## src/rtl/lector_contadores.sv

```systemverilog
// Sweeps counter indices 0..NUM_IDX-1 with a one-cycle req handshake and latches each returned count.
// Optional WAIT timeout enabled by macro LECTOR_TIMEOUT_EN.
module lector_cnt_lane (
  input  logic       clk,
  input  logic       reset_L,
  input  logic       we_i,
  input  logic [5:0] d_i,
  output logic [5:0] q_o
);
  logic [5:0] cnt_q;

  always_ff @(posedge clk or negedge reset_L) begin
    if (!reset_L)  cnt_q <= '0;
    else if (we_i) cnt_q <= d_i;
  end

  assign q_o = cnt_q;
endmodule

module lector_contadores #(
  parameter int NUM_IDX = 5,
  parameter int TIMEOUT = 4
) (
  input  logic       clk,
  input  logic       reset_L,
  input  logic       start,
  output logic       req,
  output logic [2:0] idx,
  input  logic [5:0] data_in,
  input  logic       valid_in,
  output logic [5:0] cnt0,
  output logic [5:0] cnt1,
  output logic [5:0] cnt2,
  output logic [5:0] cnt3,
  output logic [5:0] cnt4,
  output logic       busy,
  output logic       done,
  output logic       error
);
  typedef enum logic [1:0] {S_IDLE, S_REQ, S_WAIT, S_DONE} state_t;

  state_t                      state_q, state_d;
  logic [2:0]                  idx_q, idx_d;
  logic                        cap;
  logic [5:0]                  wr_data;
  logic                        last;
  logic [NUM_IDX-1:0][5:0]     cnt_all;
  logic [4:0][5:0]             cnt_out;

`ifdef LECTOR_TIMEOUT_EN
  localparam int TMO_W = (TIMEOUT > 1) ? $clog2(TIMEOUT) : 1;
  logic [TMO_W-1:0] tmo_q, tmo_d;
  logic             err_q, err_d;
`endif

  assign last = (idx_q == 3'(NUM_IDX-1));

  always_comb begin
    state_d = state_q;
    idx_d   = idx_q;
    cap     = 1'b0;
    wr_data = data_in;
`ifdef LECTOR_TIMEOUT_EN
    tmo_d   = tmo_q;
    err_d   = err_q;
`endif
    case (state_q)
      S_IDLE: begin
        if (start) begin
          idx_d   = '0;
          state_d = S_REQ;
`ifdef LECTOR_TIMEOUT_EN
          err_d   = 1'b0;
`endif
        end
      end
      S_REQ: begin
        state_d = S_WAIT;
`ifdef LECTOR_TIMEOUT_EN
        tmo_d   = '0;
`endif
      end
      S_WAIT: begin
        if (valid_in) cap = 1'b1;
`ifdef LECTOR_TIMEOUT_EN
        // An abandoned index reads back as zero so stale counts are never mistaken for fresh ones.
        else if (tmo_q == TMO_W'(TIMEOUT-1)) begin
          cap     = 1'b1;
          wr_data = '0;
          err_d   = 1'b1;
        end
        else tmo_d = tmo_q + TMO_W'(1);
`endif
        if (cap) begin
          if (last) state_d = S_DONE;
          else begin
            idx_d   = idx_q + 3'd1;
            state_d = S_REQ;
          end
        end
      end
      S_DONE:  state_d = S_IDLE;
      default: state_d = S_IDLE;
    endcase
  end

  always_ff @(posedge clk or negedge reset_L) begin
    if (!reset_L) begin
      state_q <= S_IDLE;
      idx_q   <= '0;
`ifdef LECTOR_TIMEOUT_EN
      tmo_q   <= '0;
      err_q   <= 1'b0;
`endif
    end else begin
      state_q <= state_d;
      idx_q   <= idx_d;
`ifdef LECTOR_TIMEOUT_EN
      tmo_q   <= tmo_d;
      err_q   <= err_d;
`endif
    end
  end

  for (genvar g = 0; g < NUM_IDX; g++) begin : g_lane
    lector_cnt_lane u_lane (
      .clk     (clk),
      .reset_L (reset_L),
      .we_i    (cap && (idx_q == 3'(g))),
      .d_i     (wr_data),
      .q_o     (cnt_all[g])
    );
  end

  for (genvar k = 0; k < 5; k++) begin : g_out
    if (k < NUM_IDX) begin : g_on
      assign cnt_out[k] = cnt_all[k];
    end else begin : g_off
      assign cnt_out[k] = '0;
    end
  end

  assign cnt0 = cnt_out[0];
  assign cnt1 = cnt_out[1];
  assign cnt2 = cnt_out[2];
  assign cnt3 = cnt_out[3];
  assign cnt4 = cnt_out[4];

  assign req  = (state_q == S_REQ);
  assign busy = (state_q != S_IDLE);
  assign done = (state_q == S_DONE);
  assign idx  = idx_q;
`ifdef LECTOR_TIMEOUT_EN
  assign error = err_q;
`else
  assign error = 1'b0;
`endif
endmodule

```

## config.mk

```make
export PLATFORM = sky130hd
export DESIGN_NAME = lector_contadores
export DESIGN_NICKNAME = d
export VERILOG_FILES = /design/src/rtl/lector_contadores.sv
export SDC_FILE = /design/constraint.sdc
export NUM_CORES = 1
export LEC_CHECK = 0
export ABC_AREA = 1
export CORE_MARGIN = 1.5
export CORE_UTILIZATION = 45
export CTS_CLUSTER_SIZE = 12
export DETAILED_ROUTE_END_ITERATION = 10
export GPL_ROUTABILITY_DRIVEN = 0
export PLACE_DENSITY = 0.83
export SYNTH_ARGS = -nofsm -noshare
export SYNTH_HDL_FRONTEND = slang
export SYNTH_SLANG_ARGS = --single-unit
```

## constraint.sdc

```tcl
create_clock -name clk -period 1.5 [get_ports clk]
set_clock_uncertainty 0.05 [all_clocks]
set_input_delay 0.225 -clock clk [delete_from_list [all_inputs] [get_ports clk]]
set_output_delay 0.225 -clock clk [all_outputs]
set_load 0.01 [all_outputs]
```

Word level (Yosys, flattened, before mapping)
Index checks and enable logic that the tools add are counted.
{ "word_totals": {"regBits": 35, "latch_bits": 0, "ramBits": 0, "mem_bits_ro": 0, "in_bits": 10, "output_inout_bits": 37, "memories": 0} }
{ "classes": {"addsub": 1, "multipliers": 0, "n_div": 0, "n_lt_le_gt_ge": 0, "n_eq_ne": 10, "shifts": 0, "mux": 11, "bitwise_logic": 0, "reduce_logical": 11} }
{ "op_table": {"columns": ["cell", "n"], "rows": [
  ["3-bit two-way mux", 3],
  ["2-bit one-hot mux with 4 select lines", 1],
  ["3-bit by 2-bit == test with 1-bit output (second input constant)", 2],
  ["2-bit two-way mux", 3],
  ["2-bit inequality test (second input constant)", 3],
  ["3-bit one-hot mux with 2 select lines", 1],
  ["1-bit logical AND", 5],
  ["2-bit == test (second input constant)", 2],
  ["4-bit AND reduction", 1],
  ["2-bit nonzero test", 2],
  ["3-bit by 1-bit adder with 3-bit output (second input constant)", 1],
  ["3-bit by 1-bit == test with 1-bit output (second input constant)", 1],
  ["3-bit == test (second input constant)", 1],
  ["3-bit logical NOT", 1],
  ["1-bit two-way mux", 3],
  ["2-bit by 1-bit == test with 1-bit output (second input constant)", 1],
  ["2-bit logical NOT", 1],
  ["2-bit AND reduction", 1]
]} }

Logic depth before layout (Yosys ltp)
Gate-level depths: netlist (run 1).
{ "logic_depth": {"ltp_word": 4, "ltp_mapped": 7, "depth_no_buf": 7} }

Cells and area by module
A second synthesis (run 1) with hierarchy kept.
{ "hier_totals": {"cells_unflattened": 181, "area_unflattened_um2": 1497.7} }
{ "by_module_without_submodules": {"columns": ["mod", "instances", "cells_per_inst", "area_each_um2", "seq_area_each_um2"], "rows": [
  ["lector_cnt_lane", 5, 25, 221.5, 150.1],
  ["lector_contadores", 1, 56, 390.4, 125.1]
]} }

Worst setup path after synthesis (run 1)
No wires, ideal clock.
{ "synth_path": {"path_type": "reg-to-reg", "from": "reg idx_q[0], in the netlist idx[0]", "to": "reg idx_q[0], in the netlist idx[0]", "setup_ps": 123, "arrival_ps": 1194, "required_ps": 1327, "slack_ps": 133, "path_stages_with_launch": 8, "path_cell_list": "dfrtp_1 inv_1 ha_1 nand2_1 o21bai_1 nor2_1 nand2_1 nand2_1"} }
{ "synth_between": {"elab_chain_cells": 4} }
{ "synth_rtl": {"columns": ["element", "line_no", "text"], "rows": [
  ["start, declared", "43", "logic [2:0] idx_q, idx_d;"],
  ["start signal, assigned", "117", "idx_q <= idx_d;"],
  ["3-bit by 1-bit adder with 3-bit output", "97", "idx_d = idx_q + 3'd1;"],
  ["3-bit two-way mux", "95", "if (last) state_d = S_DONE;"],
  ["3-bit two-way mux", "94", "if (cap) begin"],
  ["3-bit one-hot mux with 2 select lines", "67", "case (state_q)"]
]} }
Parallel ways exist; a longest one is shown, timed or not. The select of a mux whose other input is x is not followed.
A chain may end at the register's enable or synchronous reset.

Worst setup path after layout (run 1)
{ "layout_path": {"from": "reg state_q[0]", "to": "reg g_lane[0].u_lane.cnt_q[0]"} }
{ "layout_between": {"elab_chain_cells": 3} }
{ "layout_rtl": {"columns": ["element", "line_no", "text"], "rows": [
  ["start, declared", "42", "state_t state_q, state_d;"],
  ["start signal, assigned", "116", "state_q <= state_d;"],
  ["2-bit == test", "67", null],
  ["1-bit two-way mux", "67", null],
  ["1-bit logical AND", "129", ".we_i (cap && (idx_q == 3'(g))),"],
  ["end signal, assigned", "14", "else if (we_i) cnt_q <= d_i;"],
  ["end, declared", "10", "logic [5:0] cnt_q;"]
]} }
Every way passes these cells.

==> results of run 1 <==
==> registers in the layout (all words and copies together) (netlist names) <==
register / cells
idx: 3
state_q: 2
g_lane.u_lane.q_o: 30
==> metal layers <==
layer / part of all wire / up-vias / wire length (microns)
met5: 0 / - / 0
met2: 0.51 / 46 / 1839
li1: - / 621 / -
met3: 0.055 / 5 / 201
met4: 0.014 / 0 / 51
met1: 0.42 / 636 / 1536
==> per-stage QoR <==
step | total power (uW) | std cells | cell area [sq um]
5_1_grt | 4009 | 261 | 2170
3_3_place_gp | 3108 | 243 | 1999
2_1_floorplan | 2275 | 156 | 1509
6_report | 3740 | 261 | 2170
3_5_place_dp | 3186 | 243 | 1999
4_1_cts | 3534 | 255 | 2054
==> worst max-delay path by stage <==
stage / from / endpoint / slack, ns / cells after the start
after global placement: valid_in / g_lane[0].u_lane.q_o[4]$_DFFE_PN0P_ / 0.003 / 5
after detailed placement: valid_in / g_lane[0].u_lane.q_o[0]$_DFFE_PN0P_ / -0.06 / 5
after CTS: state_q[0]$_DFFE_PN0P_ / busy / 0.006 / 4
after global routing: state_q[0]$_DFFE_PN0P_ / g_lane[1].u_lane.q_o[3]$_DFFE_PN0P_ / -0.09 / 7
after floorplan: idx[0]$_DFFE_PN0P_ / idx[0]$_DFFE_PN0P_ / 0.13 / 7
final: state_q[0]$_DFFE_PN0P_ / g_lane[0].u_lane.q_o[0]$_DFFE_PN0P_ / -0.01 / 7
==> repair_timing <==
action / 4_1_cts / 5_1_grt
pin swaps: 0 / 9
endpoints found under the hold margin: 0 / 0
gates cloned: 0 / 4
setup buffers: 5 / 2
gates resized for setup: 44 / 28
setup endpoints to repair: 39 / 30
==> cell usage in the layout, fill, tap and decap left out, types with 2 or more instances in the layout <==
cell type | Yosys | routed
ha_1 | 5 | 4
inv_1 | 13 | 13
a21oi_2 | 1 | 5
o21ai_0 | 9 | 5
buf_6 | 4 | 3
dfrtp_1 | 35 | 34
nor2_2 | 0 | 9
clkdlybuf4s50_1 | 0 | 9
a21oi_1 | 23 | 19
nand2_1 | 21 | 19
buf_4 | 1 | 7
dlygate4sd2_1 | 0 | 34
clkbuf_4 | 0 | 5
buf_2 | 1 | 2
o21ai_1 | 0 | 4
nor2_1 | 32 | 24
nor2_4 | 4 | 7
==> cell families after synthesis <==
| family | after synthesis |
|---|---|
| AOI/OAI and AO/OA | 34 |
| buffers and inverters | 20 |
| other | 1 |
| DFF | 35 |
| and+or+nand+nor | 61 |
| adders and majority gates | 5 |
==> area by class of cell <==
type | count | area [sq um]
Fill cell | 259 | 958.4
Sequential cell | 35 | 877.1
Multi-Input combinational cell | 105 | 621.8
Timing Repair Buffer | 56 | 504.2
Inverter | 14 | 55.05
Tap cell | 44 | 55.05
Clock buffer | 6 | 51.30
Clock inverter | 1 | 5.005
==> power by group <==
part / switching [uW] / internal (uW)
clock network: 295 / 217
logic: 946 / 801
registers: 209 / 1270
total: 1450 / 2290
==> impl_results.md, run 1 <==
* Status: finished, violations left
* Failing checks: setup timing
* Layout cells sized above 1 at 0.2212
* Setup tns final at -0.02189 ns
* RR Startpoint: state_q[0]$_DFFE_PN0P_
* Hold Path Class: input pin to async pin
* Synth Area in Adders at 0.04146
* P&R area growth vs syn at 43.78%
* PD cells at 1724 mW/mm^2
* Post-Syn Instances at 156
* Sequential cell area fraction in the yosys report at 0.5804
* Clock-pin transition on the worst setup and hold timing paths at ~0.1 ns
* Fin Hold WS at 0.2053 ns
* IO buf count at 45
* Synth top area share at 0.5804
* Arrival time at the worst endpoint at 1.73 ns
* CTS tree: yes
* Largest net degree at the start of global routing at 36
* Overall global routing resource usage at 0.1941
* CTS H-tree depth at 2
* Die W at 60.91 microns
* Max-Cap Viols at 0
* Vias in the first global route at 1193
* Met2 usage at 0.3548
* Ys async rst share at 1.000
* Initial Util at 0.4824
* Yosys warning count at 0
* Max-slew violations at 0
* R2R setup slack at -0.01 ns
* Slowest cell on crit path: dfrtp_1
* DRC Markers at 0
* First drt pass iteration count at 4
* First-pass GRT wire length at between 5 and 6 mm
* LEAKAGE at between 0.001 and 0.0015 uW
* Largest cells by area after synthesis: dfrtp_1 58%, nor2_1 8.0%, a21oi_1 7.6%
* Syn nets at ~170
* Synth Register Bits at 35
* Core area at about 0.0031 sq mm
* Max Freq at approximately 660 MHz
* Total grt overflow at 0
* Antenna Cells at 0
* Root Driver: clkbuf_4
* Fin. Hold Viols at 0
* Fin nets at 232
* Maximum vdd drop at 0.9279 mV
* CP required at around 1.7 ns
* Core Rows at 20
* Post-synth top cells: 35 x dfrtp_1, 32 x nor2_1, 23 x a21oi_1
* RSZ-0062 raised after global routing: yes
* Clk sinks at 35
* Routed wire length at approximately 3.6 mm
* Post-synthesis mux area share at 0
* Util after Layout at 0.6936
* GR Util met1 at 0.2156
* Most frequent cell after synthesis: dfrtp_1
* Clock buffer depth at 2
* Register-to-Register Path Depth at 7
* Most frequent CP cell: buf_6
* Top FF cell, synth: dfrtp_1
* Post-DR wirelength/cell at 13.90 microns
* CTS buffer count at 5
* GRT busiest layer: met2
* Vias/cell at 5.011
* Synthesized cell area at 0.001509 sq mm
* Final setup viols at 3
* Crit-path max FO at 8
* Mean post-synth cell area at 9.673 sq um
* R2R Path End: g_lane[0].u_lane.q_o[0]$_DFFE_PN0P_
* Final Critical Period at 1.514 ns
* Compound-cell area share of the yosys netlist at 0.1169
* Number of synthesized flops with an enable pin at 0
* DRT antenna net count at 0
* CP Cell Sequence: buf_6, inv_4, buf_6, nand3_4, nor2_4, nor2_1, a21oi_1
* Post-CTS Hold Fix Bufs at 0
* Xor-xnor portion of the synthesized cell area at 0
* Largest family of logic cells by synthesized area: simple AND/OR/NAND/NOR gates
* Die Height at 60.91 microns
* Initial antenna violation count at 0
* DR iter-0 viols at 51
* Die area at 0.003709 sq mm
* WS Path Type: flop to flop
* Synth unique cells at 19
* CP delay by family, top: simple AND/OR/NAND/NOR gates
* Crit path buf inv count at 3
* Worst slack, placed at -0.06352 ns
* Clock latency on the worst-skew pair at around 0.33 ns
* Worst setup margin at -0.01428 ns
* CP Capture Type: flop
* Simple-gate portion of the synthesized area at 0.1857
* Vias at 1308
* M3 GR Usage at 0.04264
* Post-DP HPWL at 2.400 mm
* Dominant cell type by area after synthesis: dfrtp_1
* Period utilization at 1.010
* Startpoint types: flop
* Top Ports at 47
* Worst path max stage delay at 0.42 ns
Power figures use the tool's default switching activity.
==> inputs of run 2 (changes only) <==
CORE_MARGIN = 4   (was 1.5)
==> impl_results.md, run 2 (synthesized netlist as in run 1, its figures left out) <==
* Final Critical Period at 1.495 ns (-0.01887 ns)
* DRT antenna net count at 0 (unchanged)
* Top Ports at 47 (unchanged)
* RSZ-0062 raised after global routing: yes
* P_int at 2314 uW (+1.0%)
* Most frequent CP cell: buf_6
* Clock latency on the worst-skew pair at 0.34 ns (about the same)
* Fin Hold WS at 0.1996 ns (-0.005718 ns)
* Fin cells at 266 (+1.9%)
* DR iter-0 viols at 58 (+14%)
* Sw Ratio at 0.3928 (+0.005275)
* Total grt overflow at 0 (unchanged)
* First drt pass iteration count at 4 (unchanged)
* Largest net degree at the start of global routing at 36 (unchanged)
* CP Capture Type: flop
* Maximum vdd drop at 1.124 mV (+21%)
* Max Freq at 668.7 MHz (+1.3%)
* Final setup viols at 0 (-3)
* Status: complete, no violations
* First-pass GRT wire length at 5.989 mm (+17%)
* Clk pwr share at 0.125 (-0.012)
* Fin nets at 236 (+1.7%)
* Most common cell after layout, fill and taps aside: dfrtp_1
* Most frequent cells in the layout: 34 x dfrtp_1, 33 x dlygate4sd2_1, 24 x nor2_1
* Hold Path Class: input pin to async pin
* Clock-pin transition on the worst setup and hold timing paths at 0.10 ns (about the same)
* WS Path Type: flop to flop
* Fillers at 250 (-3.5%)
* Combinational share of power at 0.484 (+0.017)
* Psw at 1497 uW (+3.3%)
* Crit-path max FO at 8 (unchanged)
* Vias in the first global route at 1310 (+9.8%)
* Routed wire length at 3.963 mm (+9.2%)
* Post-CTS Hold Fix Bufs at 0 (unchanged)
* Multi-input logic area at 608.1 sq um (-2.2%)
* Core Rows at 20 (unchanged)
* Arrival time at the worst endpoint at 1.72 ns (about the same)
* Die W at 65.91 microns (+8.2%)
* Fin. Hold Viols at 0 (unchanged)
* Pwr Total at 3811 uW (+1.9%)
* Antenna Cells at 0 (unchanged)
* Worst path max stage delay at 0.41 ns (about the same)
* Clock buffer depth at 2 (unchanged)
* Period utilization at 0.9969 (-0.01258)
* IO buf count at 45 (unchanged)
* Layout cells sized above 1 at 0.2342 (+0.01304)
* Sequential share of power at 0.391 (-0.005)
* Core area at 0.003128 sq mm (unchanged)
* Max-slew violations at 0 (unchanged)
* Max reg flops at 30 (unchanged)
* Initial Util at 0.4824 (unchanged)
* Initial antenna violation count at 0 (unchanged)
* CTS buffer count at 5 (unchanged)
* Startpoint types: flop
* Post-DR wirelength/cell at 14.90 microns (+7.2%)
* Util after Layout at 0.6968 (+0.003200)
* Die area at 0.004343 sq mm (+17%)
* Clk sinks at 35 (unchanged)
* P&R area growth vs syn at 44.44%
* LEAKAGE at 0.001121 uW (+0.80%)
* PD cells at 1749 mW/mm^2 (+1.4%)
* CTS H-tree depth at 2 (unchanged)
* Inst Count DP at 243 (unchanged)
* DRC Markers at 0 (unchanged)
* CP required at 1.73 ns (+0.02 ns)
* Vias/cell at 4.992 (-0.38%)
* Setup tns final at 0 ns (+0.02189 ns)
* Slowest cell on crit path: dfrtp_1
* Root Driver: clkbuf_4
* Overall global routing resource usage at 0.1871 (-0.006947)
* Post-DP HPWL at 2.576 mm (+7.3%)
* Reg area at 877.1 sq um (unchanged)
* CP Cell Sequence: buf_6, inv_4, buf_6, nand3_4, nor2_4, nor2_1, a21oi_2
* Max-Cap Viols at 0 (unchanged)
* Die Height at 65.91 microns (+8.2%)
* CTS tree: yes
* Vias at 1328 (+1.5%)
==> run 2: cell types whose count changed in the layout (fill, tap and decap cells not counted), sizes merged <==
cell / previous run / this run
dlygate4sd2: 34 / 33
clkbuf: 6 / 8
buf: 13 / 17
==> run 2: power by group through the flow <==
stage	Sequential [uW]	Clock, uW	Combinational (uW)
final	1490	476	1850
after global routing	1540	536	2030
after CTS	1470	491	1570
after detailed placement	1520	0	1690
after global placement	1490	0	1630
after floorplan	1630	0	641
==> run 2: final timing paths <==
| check | from | end | slack [ns] | cells past startpoint |
|---|---|---|---|---|
| setup reg to reg | state_q[0]$_DFFE_PN0P_ | g_lane[0].u_lane.q_o[1]$_DFFE_PN0P_ | 0.005 | 7 |
| min in group clk | g_lane[3].u_lane.q_o[2]$_DFFE_PN0P_ | g_lane[3].u_lane.q_o[2]$_DFFE_PN0P_ | 0.45 | 2 |
| max in group asynchronous | reset_L | idx[0]$_DFFE_PN0P_ | 1.01 | 2 |
| hold reg to reg | g_lane[3].u_lane.q_o[2]$_DFFE_PN0P_ | g_lane[3].u_lane.q_o[2]$_DFFE_PN0P_ | 0.45 | 2 |
| setup / recovery | state_q[0]$_DFFE_PN0P_ | g_lane[0].u_lane.q_o[1]$_DFFE_PN0P_ | 0.005 | 7 |
| hold / removal | reset_L | g_lane[0].u_lane.q_o[2]$_DFFE_PN0P_ | 0.20 | 2 |
==> run 2: stage by stage <==
step,instance area (sq um),setup WS (ns)
floorplan,1509,0.1327
global placement,1999,0.001030
detailed placement,1999,-0.04730
CTS,2043,0.04452
global route,2180,-0.07888
finish,2180,0.004586
==> run 2: area by class of cell <==
type                            instances  share of cell area
Clock buffer                            7             0.02067
Inverter                               14             0.02526
Tap cell                               44             0.02526
Timing Repair Buffer                   60              0.2451
Multi-Input combinational cell        105              0.2790
Sequential cell                        35              0.4024
Clock inverter                          1            0.002296
==> run 2: worst max-delay path: cells and delay by family (launching register included) <==
family,cells,cell delay (ns)
buf+inv,3,0.30
flops,1,0.41
compound gates,1,0.11
simple gates,3,0.56
==> run 2: timing repair <==
item                                    CTS  global route
resized for setup                        47            28
endpoints found under the setup margin   39            32
hold endpoints to repair                  0             0
pin swaps                                 0             6
setup buffers                             5             5
gates cloned                              0             5
==> run 2: layer usage <==
layer,track usage,part of all wire,wire (microns),vias to the layer above
met5,0,0,0,-
met4,0.08031,0.013,53,0
met3,0.06803,0.091,359,5
met2,0.3166,0.48,1918,59
met1,0.2106,0.41,1632,631
li1,-,-,-,633
